`src/rtl/golay_codeword_interleaver_if.sv`:
```
// rtl/golay_codeword_interleaver_if.sv - codeword capture and column-word handshake bundle
interface golay_codeword_interleaver_if #(
   parameter int DEPTH = 8
);
   logic             flush;
   logic             cw_valid;
   logic [15:0]      cw_in;
   logic             in_ready;
   logic             out_valid;
   logic             out_ready;
   logic [DEPTH-1:0] out_word;
   logic             out_last;
   logic             overflow;

   modport master (
      output flush, cw_valid, cw_in, out_ready,
      input  in_ready, out_valid, out_word, out_last, overflow
   );

   modport slave (
      input  flush, cw_valid, cw_in, out_ready,
      output in_ready, out_valid, out_word, out_last, overflow
   );
endinterface

```
`src/rtl/golay_codeword_interleaver.sv`:
```
// rtl/golay_codeword_interleaver.sv - ping-pong DEPTH x 16 block interleaver, row-in / column-out
module golay_codeword_interleaver #(
   parameter int DEPTH    = 8,
   parameter int CW_WIDTH = 16
) (
   input logic clk,
   input logic rst_n,
   golay_codeword_interleaver_if.slave bus
);
   localparam int ROW_W = $clog2(DEPTH);
   localparam int COL_W = $clog2(CW_WIDTH);
   localparam logic [ROW_W-1:0] LAST_ROW = ROW_W'(DEPTH - 1);
   localparam logic [COL_W-1:0] FIRST_COL = COL_W'(CW_WIDTH - 1);

   logic [CW_WIDTH-1:0] mem_q [2][DEPTH];

   logic             wr_bank_q, wr_bank_d;
   logic             rd_bank_q, rd_bank_d;
   logic [ROW_W-1:0] wr_row_q, wr_row_d;
   logic [COL_W-1:0] rd_col_q, rd_col_d;
   logic [1:0]       bank_full_q, bank_full_d;
   logic             overflow_q, overflow_d;

   logic             in_ready, out_valid, xfer, wr_en, drop;
   logic [DEPTH-1:0] word;

   assign in_ready  = !bank_full_q[wr_bank_q];
   assign out_valid = bank_full_q[rd_bank_q];
   assign xfer      = out_valid && bus.out_ready;
   assign wr_en     = bus.cw_valid && in_ready && !bus.flush;
   assign drop      = bus.cw_valid && !in_ready;

   // Storage is left uncleared; bank_full gates every read of it.
   always_ff @(posedge clk) begin
      if (wr_en) begin
         mem_q[wr_bank_q][wr_row_q] <= bus.cw_in;
      end
   end

   always_comb begin
      wr_bank_d   = wr_bank_q;
      rd_bank_d   = rd_bank_q;
      wr_row_d    = wr_row_q;
      rd_col_d    = rd_col_q;
      bank_full_d = bank_full_q;
      overflow_d  = overflow_q;
      if (bus.flush) begin
         wr_bank_d   = 1'b0;
         rd_bank_d   = 1'b0;
         wr_row_d    = '0;
         rd_col_d    = FIRST_COL;
         bank_full_d = 2'b00;
         overflow_d  = 1'b0;
      end else begin
         if (wr_en) begin
            if (wr_row_q == LAST_ROW) begin
               bank_full_d[wr_bank_q] = 1'b1;
               wr_bank_d              = !wr_bank_q;
               wr_row_d               = '0;
            end else begin
               wr_row_d = wr_row_q + ROW_W'(1);
            end
         end
         if (drop) begin
            overflow_d = 1'b1;
         end
         // Drain always targets the other bank than a completing write, since writes need a non-full bank.
         if (xfer) begin
            if (rd_col_q == '0) begin
               bank_full_d[rd_bank_q] = 1'b0;
               rd_bank_d              = !rd_bank_q;
               rd_col_d               = FIRST_COL;
            end else begin
               rd_col_d = rd_col_q - COL_W'(1);
            end
         end
      end
   end

   always_ff @(posedge clk or negedge rst_n) begin
      if (!rst_n) begin
         wr_bank_q   <= 1'b0;
         rd_bank_q   <= 1'b0;
         wr_row_q    <= '0;
         rd_col_q    <= FIRST_COL;
         bank_full_q <= 2'b00;
         overflow_q  <= 1'b0;
      end else begin
         wr_bank_q   <= wr_bank_d;
         rd_bank_q   <= rd_bank_d;
         wr_row_q    <= wr_row_d;
         rd_col_q    <= rd_col_d;
         bank_full_q <= bank_full_d;
         overflow_q  <= overflow_d;
      end
   end

   always_comb begin
      word = '0;
      if (out_valid) begin
         for (int k = 0; k < DEPTH; k++) begin
            word[k] = mem_q[rd_bank_q][k][rd_col_q];
         end
      end
   end

   assign bus.in_ready  = in_ready;
   assign bus.out_valid = out_valid;
   assign bus.out_word  = word;
   assign bus.out_last  = out_valid && (rd_col_q == '0);
   assign bus.overflow  = overflow_q;
endmodule

```
`src/flat_wrapper.sv`:
```
// flat-port wrapper written by rule: the top's interface ports become plain ports
module golay_codeword_interleaver_flat 
#(
   parameter int DEPTH    = 8,
   parameter int CW_WIDTH = 16
)
  (clk, rst_n, bus_flush, bus_cw_valid, bus_cw_in, bus_out_ready, bus_in_ready, bus_out_valid, bus_out_word, bus_out_last, bus_overflow);
  golay_codeword_interleaver_if #(.DEPTH(DEPTH)) bus_i ();
  input logic clk;
  input logic rst_n;
  input wire logic [$bits(bus_i.flush)-1:0] bus_flush;
  input wire logic [$bits(bus_i.cw_valid)-1:0] bus_cw_valid;
  input wire logic [$bits(bus_i.cw_in)-1:0] bus_cw_in;
  input wire logic [$bits(bus_i.out_ready)-1:0] bus_out_ready;
  output wire logic [$bits(bus_i.in_ready)-1:0] bus_in_ready;
  output wire logic [$bits(bus_i.out_valid)-1:0] bus_out_valid;
  output wire logic [$bits(bus_i.out_word)-1:0] bus_out_word;
  output wire logic [$bits(bus_i.out_last)-1:0] bus_out_last;
  output wire logic [$bits(bus_i.overflow)-1:0] bus_overflow;
  assign bus_i.flush = bus_flush;
  assign bus_i.cw_valid = bus_cw_valid;
  assign bus_i.cw_in = bus_cw_in;
  assign bus_i.out_ready = bus_out_ready;
  assign bus_in_ready = bus_i.in_ready;
  assign bus_out_valid = bus_i.out_valid;
  assign bus_out_word = bus_i.out_word;
  assign bus_out_last = bus_i.out_last;
  assign bus_overflow = bus_i.overflow;
  golay_codeword_interleaver #(.DEPTH(DEPTH), .CW_WIDTH(CW_WIDTH)) u_core (.clk(clk), .rst_n(rst_n), .bus(bus_i));
endmodule
```
`config.mk`:
```
export PLATFORM = sky130hd
export DESIGN_NAME = golay_codeword_interleaver_flat
export DESIGN_NICKNAME = d
export VERILOG_FILES = /design/src/rtl/golay_codeword_interleaver_if.sv /design/src/rtl/golay_codeword_interleaver.sv /design/src/flat_wrapper.sv
export SDC_FILE = /design/constraint.sdc
export NUM_CORES = 1
export LEC_CHECK = 0
export CAP_MARGIN = 20
export CORE_MARGIN = 1
export CORE_UTILIZATION = 45
export DETAILED_ROUTE_END_ITERATION = 7
export SYNTH_ARGS = -nofsm -noshare
export SYNTH_HDL_FRONTEND = slang
export SYNTH_SLANG_ARGS = --single-unit
```
`constraint.sdc`:
```
create_clock -name clk -period 3.1 [get_ports clk]
set_clock_uncertainty 0.15 [all_clocks]
set_input_delay 0.465 -clock clk [delete_from_list [all_inputs] [get_ports clk]]
set_output_delay 0.465 -clock clk [all_outputs]
set_load 0.03 [all_outputs]
```
======== Yosys cells after proc, flatten, opt, wreduce, memory -nomap -nowiden ========
Memories as Yosys holds them, arrays and structs flattened.
Cells that the tools add are included.
word-level totals
  input bits .............................. 21
  ROM bits ................................ 0
  memories kept ........................... 1
  flip-flop bits (word level) ............. 12
  bits in latches ......................... 0
  RAM bits ................................ 256
  word-level logic and storage cells ...... 90
memories
  memory        words  bits a word  rd ports  clocked after Yosys merged registers in  write ports  RTL line                          source
  u_core.mem_q  2      128          1         0                                        1            golay_codeword_interleaver.sv:15  logic [CW_WIDTH-1:0] mem_q [2][DEPTH];
cells by class
  divide/modulo/power cells ............... 0
  add/sub/neg operators ................... 2
  reductions and logical operators ........ 20
  bitwise operators ....................... 4
  magnitude comparators ................... 7
  equality and inequality tests ........... 1
  multiply operators ...................... 0
  shift-type cells ........................ 0
  multiplexer cells ....................... 49
operators by type and width
  kind                                                 number
  two-way mux 128 bit                                  1
  demux 16 bit (select 3 bit)                          1
  binary-select mux 1 bit (select 4 bit)               8
  two-way mux 1 bit                                    23
  two-way mux 16 bit                                   1
  two-way mux 2 bit                                    6
  two-way mux 4 bit                                    3
  nonzero test 2 bit                                   5
  two-way mux 3 bit                                    3
  logical AND 1 bit                                    8
  two-way mux 8 bit                                    1
  < comparator 4 x 5 -> 1 bit (second input constant)  1
  >= comparator 4 bit (second input constant)          1
  zero test 1 bit                                      4
  zero test 4 bit                                      1
  < comparator 1 x 2 -> 1 bit (second input constant)  2
  < comparator 4 x 1 -> 1 bit (second input constant)  1
  NOT 3 -> 4 bit                                       1
  AND reduction 2 bit                                  2
  subtractor 4 x 1 -> 4 bit (second input constant)    1
  adder 3 x 1 -> 3 bit (second input constant)         1
  equality test 3 bit (second input constant)          1
  bitwise AND 2 bit                                    1
  demux 1 bit (select 1 bit)                           2
  3 further kinds                                      4

======== Depth between registers and ports, before layout ========
Gate-level depths: netlist (run 1).
  depth in word-level cells ............... 12
  mapped depth ............................ 9
  depth with buffers taken out ............ 5

======== Worst setup path after synthesis (run 1) ========
Ideal clock, no wire load.
  kind .................................... register to register
  start point ............................. register u_core.wr_bank_q
  end point ............................... memory u_core.mem_q[0][64] in the netlist's numbering (enable)
  library setup time ...................... 0.409 ns
  period minus slack after synthesis ...... 3.327 ns
  stages on the path, launching flop included .. 6
  slack ................................... -0.227 ns
  data required time ...................... 2.541 ns
  data arrival time ....................... 2.767 ns
  cells stage by stage .................... dfrtp_1 buf_2 mux2i_4 nand2_2 or4b_1 nor3_1
between the ends
  longest elaborated chain between the ends .. 7
RTL lines
  item                                                   RTL line                          source
  start: declaration                                     golay_codeword_interleaver.sv:17  logic wr_bank_q, wr_bank_d;
  start signal: assignment                               golay_codeword_interleaver.sv:89  wr_bank_q <= wr_bank_d;
  two-way mux 1 bit (implied by the code) (2 in series)  golay_codeword_interleaver.sv:27  assign in_ready = !bank_full_q[wr_bank_q];
  zero test 1 bit                                        golay_codeword_interleaver.sv:27
  net bus_in_ready                                       flat_wrapper.sv:15                output wire logic [$bits(bus_i.in_ready)-1:0] bus_in_ready;
  logical AND 1 bit (2 in series)                        golay_codeword_interleaver.sv:30  assign wr_en = bus.cw_valid && in_ready && !bus.flush;
  two-way mux 1 bit                                      golay_codeword_interleaver.sv:35  if (wr_en) begin
  two-way mux 128 bit (implied by the code)              golay_codeword_interleaver.sv:36  mem_q[wr_bank_q][wr_row_q] <= bus.cw_in;
  end: declaration                                       golay_codeword_interleaver.sv:15
The timed path passes the listed nets, and every way through them passes these cells. The select of a mux whose other input is x is not followed.

======== Worst setup path in the final report (run 1) ========
  start point ............................. register u_core.rd_bank_q
  end point ............................... output bus_out_word[0]
between the ends
  longest elaborated chain between the ends .. 4
RTL lines
  item                                     RTL line                           source
  start: declaration                       golay_codeword_interleaver.sv:18   logic rd_bank_q, rd_bank_d;
  start signal: assignment                 golay_codeword_interleaver.sv:90   rd_bank_q <= rd_bank_d;
  memory (2 x 128 bit)                     -
  binary-select mux 1 bit (select 4 bit)   golay_codeword_interleaver.sv:102  word[k] = mem_q[rd_bank_q][k][rd_col_q];
  two-way mux 1 bit (implied by the code)  golay_codeword_interleaver.sv:102
  two-way mux 8 bit *                      golay_codeword_interleaver.sv:100  if (out_valid) begin
  end: declaration                         flat_wrapper.sv:17                 output wire logic [$bits(bus_i.out_word)-1:0] bus_out_word;
Every way passes the cells marked *; elsewhere a longest branch is shown, timed or not. The select of a mux whose other input is x is not followed.

==> results.ini, run 1 <==
[worst_setup_path]
worst_path_most_repeated_cell = mux4_2
worstPathRequired_ps = 2480
cp-startpoint = u_core.rd_bank_q$_DFFE_PN0P_
critPathMaxFanout = 8
crit_path_end_kind = output port
crit_arrival_ps = 2580
critPathTopFamily = multiplexers
reg2reg_from = u_core.wr_bank_q$_DFFE_PN0P_
critPathKind = flip-flop to output port
max_stage_delay_ps = 520
startpoint_type = flip-flop
worst_path_max_delay_cell = mux4_2
crit_chain = buf_12, mux4_2, mux4_2, nor2_4, a2111oi_2, buf_4
crit_buf_inv = 2

[detailed_routing]
vias = 5347
route.antenna.remaining_nets = 0
dr.pass1.iters = 7
route.detailed.drc = 0
routed_wl_um = 22450
post_drt_wl_per_cell_um = 24.01
first_iter_violations = 452
avgViaCountPerCell = 5.719

[cells_and_area]
layout-drive-gt1-share_pct = 26.69
syn2layout_area_growth_pct = 18.14
final_core_util_pct = 54.85
antenna-diode-count = 0
final.fill_count = 1757
final_nets = 626

[placement]
dpl.hpwl_um = 13420
io_buffers = 32
gp_congestion = 0.7748

[global_route]
grt_pass1_vias = 5598
grt_overflow = 0
antenna_found_initial = 0
grt_max_degree = 38
grt_pass1_wl_um = 34310
grtUsageTotal_pct = 19.32

[floorplan]
ios = 33
initial_core_util_pct = 46.43
core_um2 = 22850
rows = 55
die_x_um = 155.5
die_height_um = 155.5
dieArea_um2 = 24190

[synth]
synth_seq_cells = 268
synth_area_um2 = 10610
yosys_most_used_dff = edfxtp_1
synth-async-reset-ratio_pct = 4.478
syn_inst = 526
synth-edff-count = 256
synth-seq-area-share_pct = 75.35
ys_warn_count = 0
synthDistinctLibCells = 49
synth_nets = 550
avgSynthCellArea_um2 = 20.17

[timing]
rsz0062_at_grt = true
timing.final.crit_share_pct = 103.1
setup-tns-final_ps = -380.3
slew_headroom_pct = 48.95
tightest_slew_ps = 763.4
setup_ws_ps = -95.78
fmax_ghz = 0.3129
hold_viol = 0
slew_violations = 0
finalSetupViolations = 8
period_minus_slack_ps = 3196

[outcome]
violations = negative setup slack
status = complete, but fails checks

[cts]
cts_inserted_buffers = 27
clk_pin_slew_ps = 60
ctsHtreeMaxLevel = 1
clk_latency_ps = 530
cts_hold_buf = 0
root_buffer = clkbuf_16
cts_tree = built
clockBufferDepth = 3
clock-sinks = 268

[hold_path]
hp-class = primary input to asynchronous set/reset pin

[run]
max-cap-violations = 0

[power]
vdd_drop_max_v = 0.0003388
power_density_nw_per_um2 = 580.1
leakage_nw = 3.990

==> layout make-up <==
cell class                 count  area (µm²)  share of cell area [%]
sequential                   268        7996                   63.81
tap                          313       391.6                   3.125
clock buffer                  36       709.4                   5.661
clock inverter                13       138.9                   1.108
timing repair buffer          74       794.5                   6.340
inverter                       7       27.53                  0.2196
multi-input combinational    224        2474                   19.74
==> synth_stat cells, drive strengths merged, types with 2 or more instances <==
cell type	instances	share of area (%)
dfrtp	8	1.9
a221oi	6	0.50
nand2b	2	0.12
a31oi	6	0.35
nor3	7	0.33
nor2b	4	0.24
inv	6	0.21
nor2	24	0.87
a2111oi	2	0.19
edfxtp	256	72
mux2i	36	3.6
or4b	2	0.19
o22ai	4	0.24
mux4	50	11
ha	3	0.35
nor3b	2	0.14
nand4	4	0.24
a22oi	18	1.3
a21o	2	0.14
clkbuf	6	0.21
or4	2	0.14
dfstp	4	0.99
and3	2	0.12
a21oi	5	0.24
a22o	6	0.50
nand2	12	0.45
or3	2	0.12
nand3	13	0.61
and2	2	0.12
buf	21	1.8
==> cells in the final DEF, fill, tap and decap left out, types with 7 or more instances in the layout <==
master	count
buf_4	34
mux4_2	50
dfrtp_1	7
clkbuf_16	27
edfxtp_1	256
nor2_1	21
nand3_1	13
nand2_1	11
clkbuf_1	9
mux2i_1	34
a22oi_1	18
clkdlybuf4s50_1	22
==> power by group <==
part	internal [W]	total (W)	switching, W	leakage (nW)
registers	0.00399	0.00400	0.00000698	2.46
logic	0.0000404	0.000133	0.0000923	1.13
clock network	0.00185	0.00314	0.00129	0.408
total	0.00588	0.00727	0.00139	3.99
==> metal layers <==
| metal | part of all wire (%) | track usage [%] | wire, µm | vias up |
|---|---|---|---|---|
| met3 | 5.7 | 3.333 | 1288 | 34 |
| met1 | 44 | 27.15 | 9788 | 2828 |
| li1 | - | - | - | 2332 |
| met2 | 49 | 31.13 | 10920 | 153 |
| met4 | 2.0 | 5.789 | 456 | 0 |
| met5 | 0 | 0 | 0 | - |
==> flip-flops by register name (all words and copies together), names as in the netlist <==
name and cells:
u_core.rd_col_q 4, u_core.wr_bank_q 1, u_core.rd_bank_q 1, u_core.bus.overflow 1, u_core.bank_full_q 2, u_core.mem_q 256
u_core.wr_row_q 3
==> worst reg2reg max path: stages (launching register included) <==
cell	delay, ps
dfrtp_1	620
mux2i_4	390
nand2_2	150
or4b_1	580
nor2_1	140
buf_4	310
==> metrics by stage <==
step,total power (W),worst slack (ps),instances,cell area (µm²),hold WS [ps]
floorplan,0.004099,-226.7,526,10620,19.41
global placement,0.004200,317.6,876,11410,332.5
detailed placement,0.004208,238.7,876,11410,342.1
CTS,0.007322,-144.6,933,12490,184.2
global route,0.007462,-190.5,935,12530,213.6
finish,0.007270,-95.78,935,12530,182.2
==> timing repair <==
item,CTS,global route
gates resized for setup,33,6
pin swaps,2,1
buffers inserted,5,2
cloned,3,0
setup endpoints to repair,10,8
==> path summary, 6_finish.rpt <==
kind / depth (start not counted) / slack, ps / end
setup / recovery: 6 / -100 / bus_out_word[0]
hold / removal: 1 / 180 / u_core.wr_row_q[1]$_DFFE_PN0P_
setup reg to reg: 5 / 440 / u_core.mem_q[1][34]$_DFFE_PP_
hold reg to reg: 2 / 350 / u_core.bus.overflow$_DFFE_PN0P_
max in group asynchronous: 1 / 2130 / u_core.rd_bank_q$_DFFE_PN0P_
min in group clk: 2 / 350 / u_core.bus.overflow$_DFFE_PN0P_
==> kinds of logic after synthesis <==
logic type / count (synthesis) / synth area share [%]
mux: 86 / 14.34
simple gates: 80 / 3.833
flops: 268 / 75.35
fa+ha+maj: 3 / 0.3539
xor+xnor: 2 / 0.1652
buf+inv: 34 / 2.265
compound gates: 53 / 3.692
Power figures use the tool's default switching activity.
==> inputs of run 2 (changes only) <==
--- a/config.mk
+++ b/config.mk
@@ -6,7 +6,6 @@
 export NUM_CORES = 1
 export LEC_CHECK = 0
 export CAP_MARGIN = 20
-export CORE_MARGIN = 1
 export CORE_UTILIZATION = 45
 export DETAILED_ROUTE_END_ITERATION = 7
 export SYNTH_ARGS = -nofsm -noshare
==> results of run 2 <==
No change in the layout: final DEF, timing and power equal those of run 1.
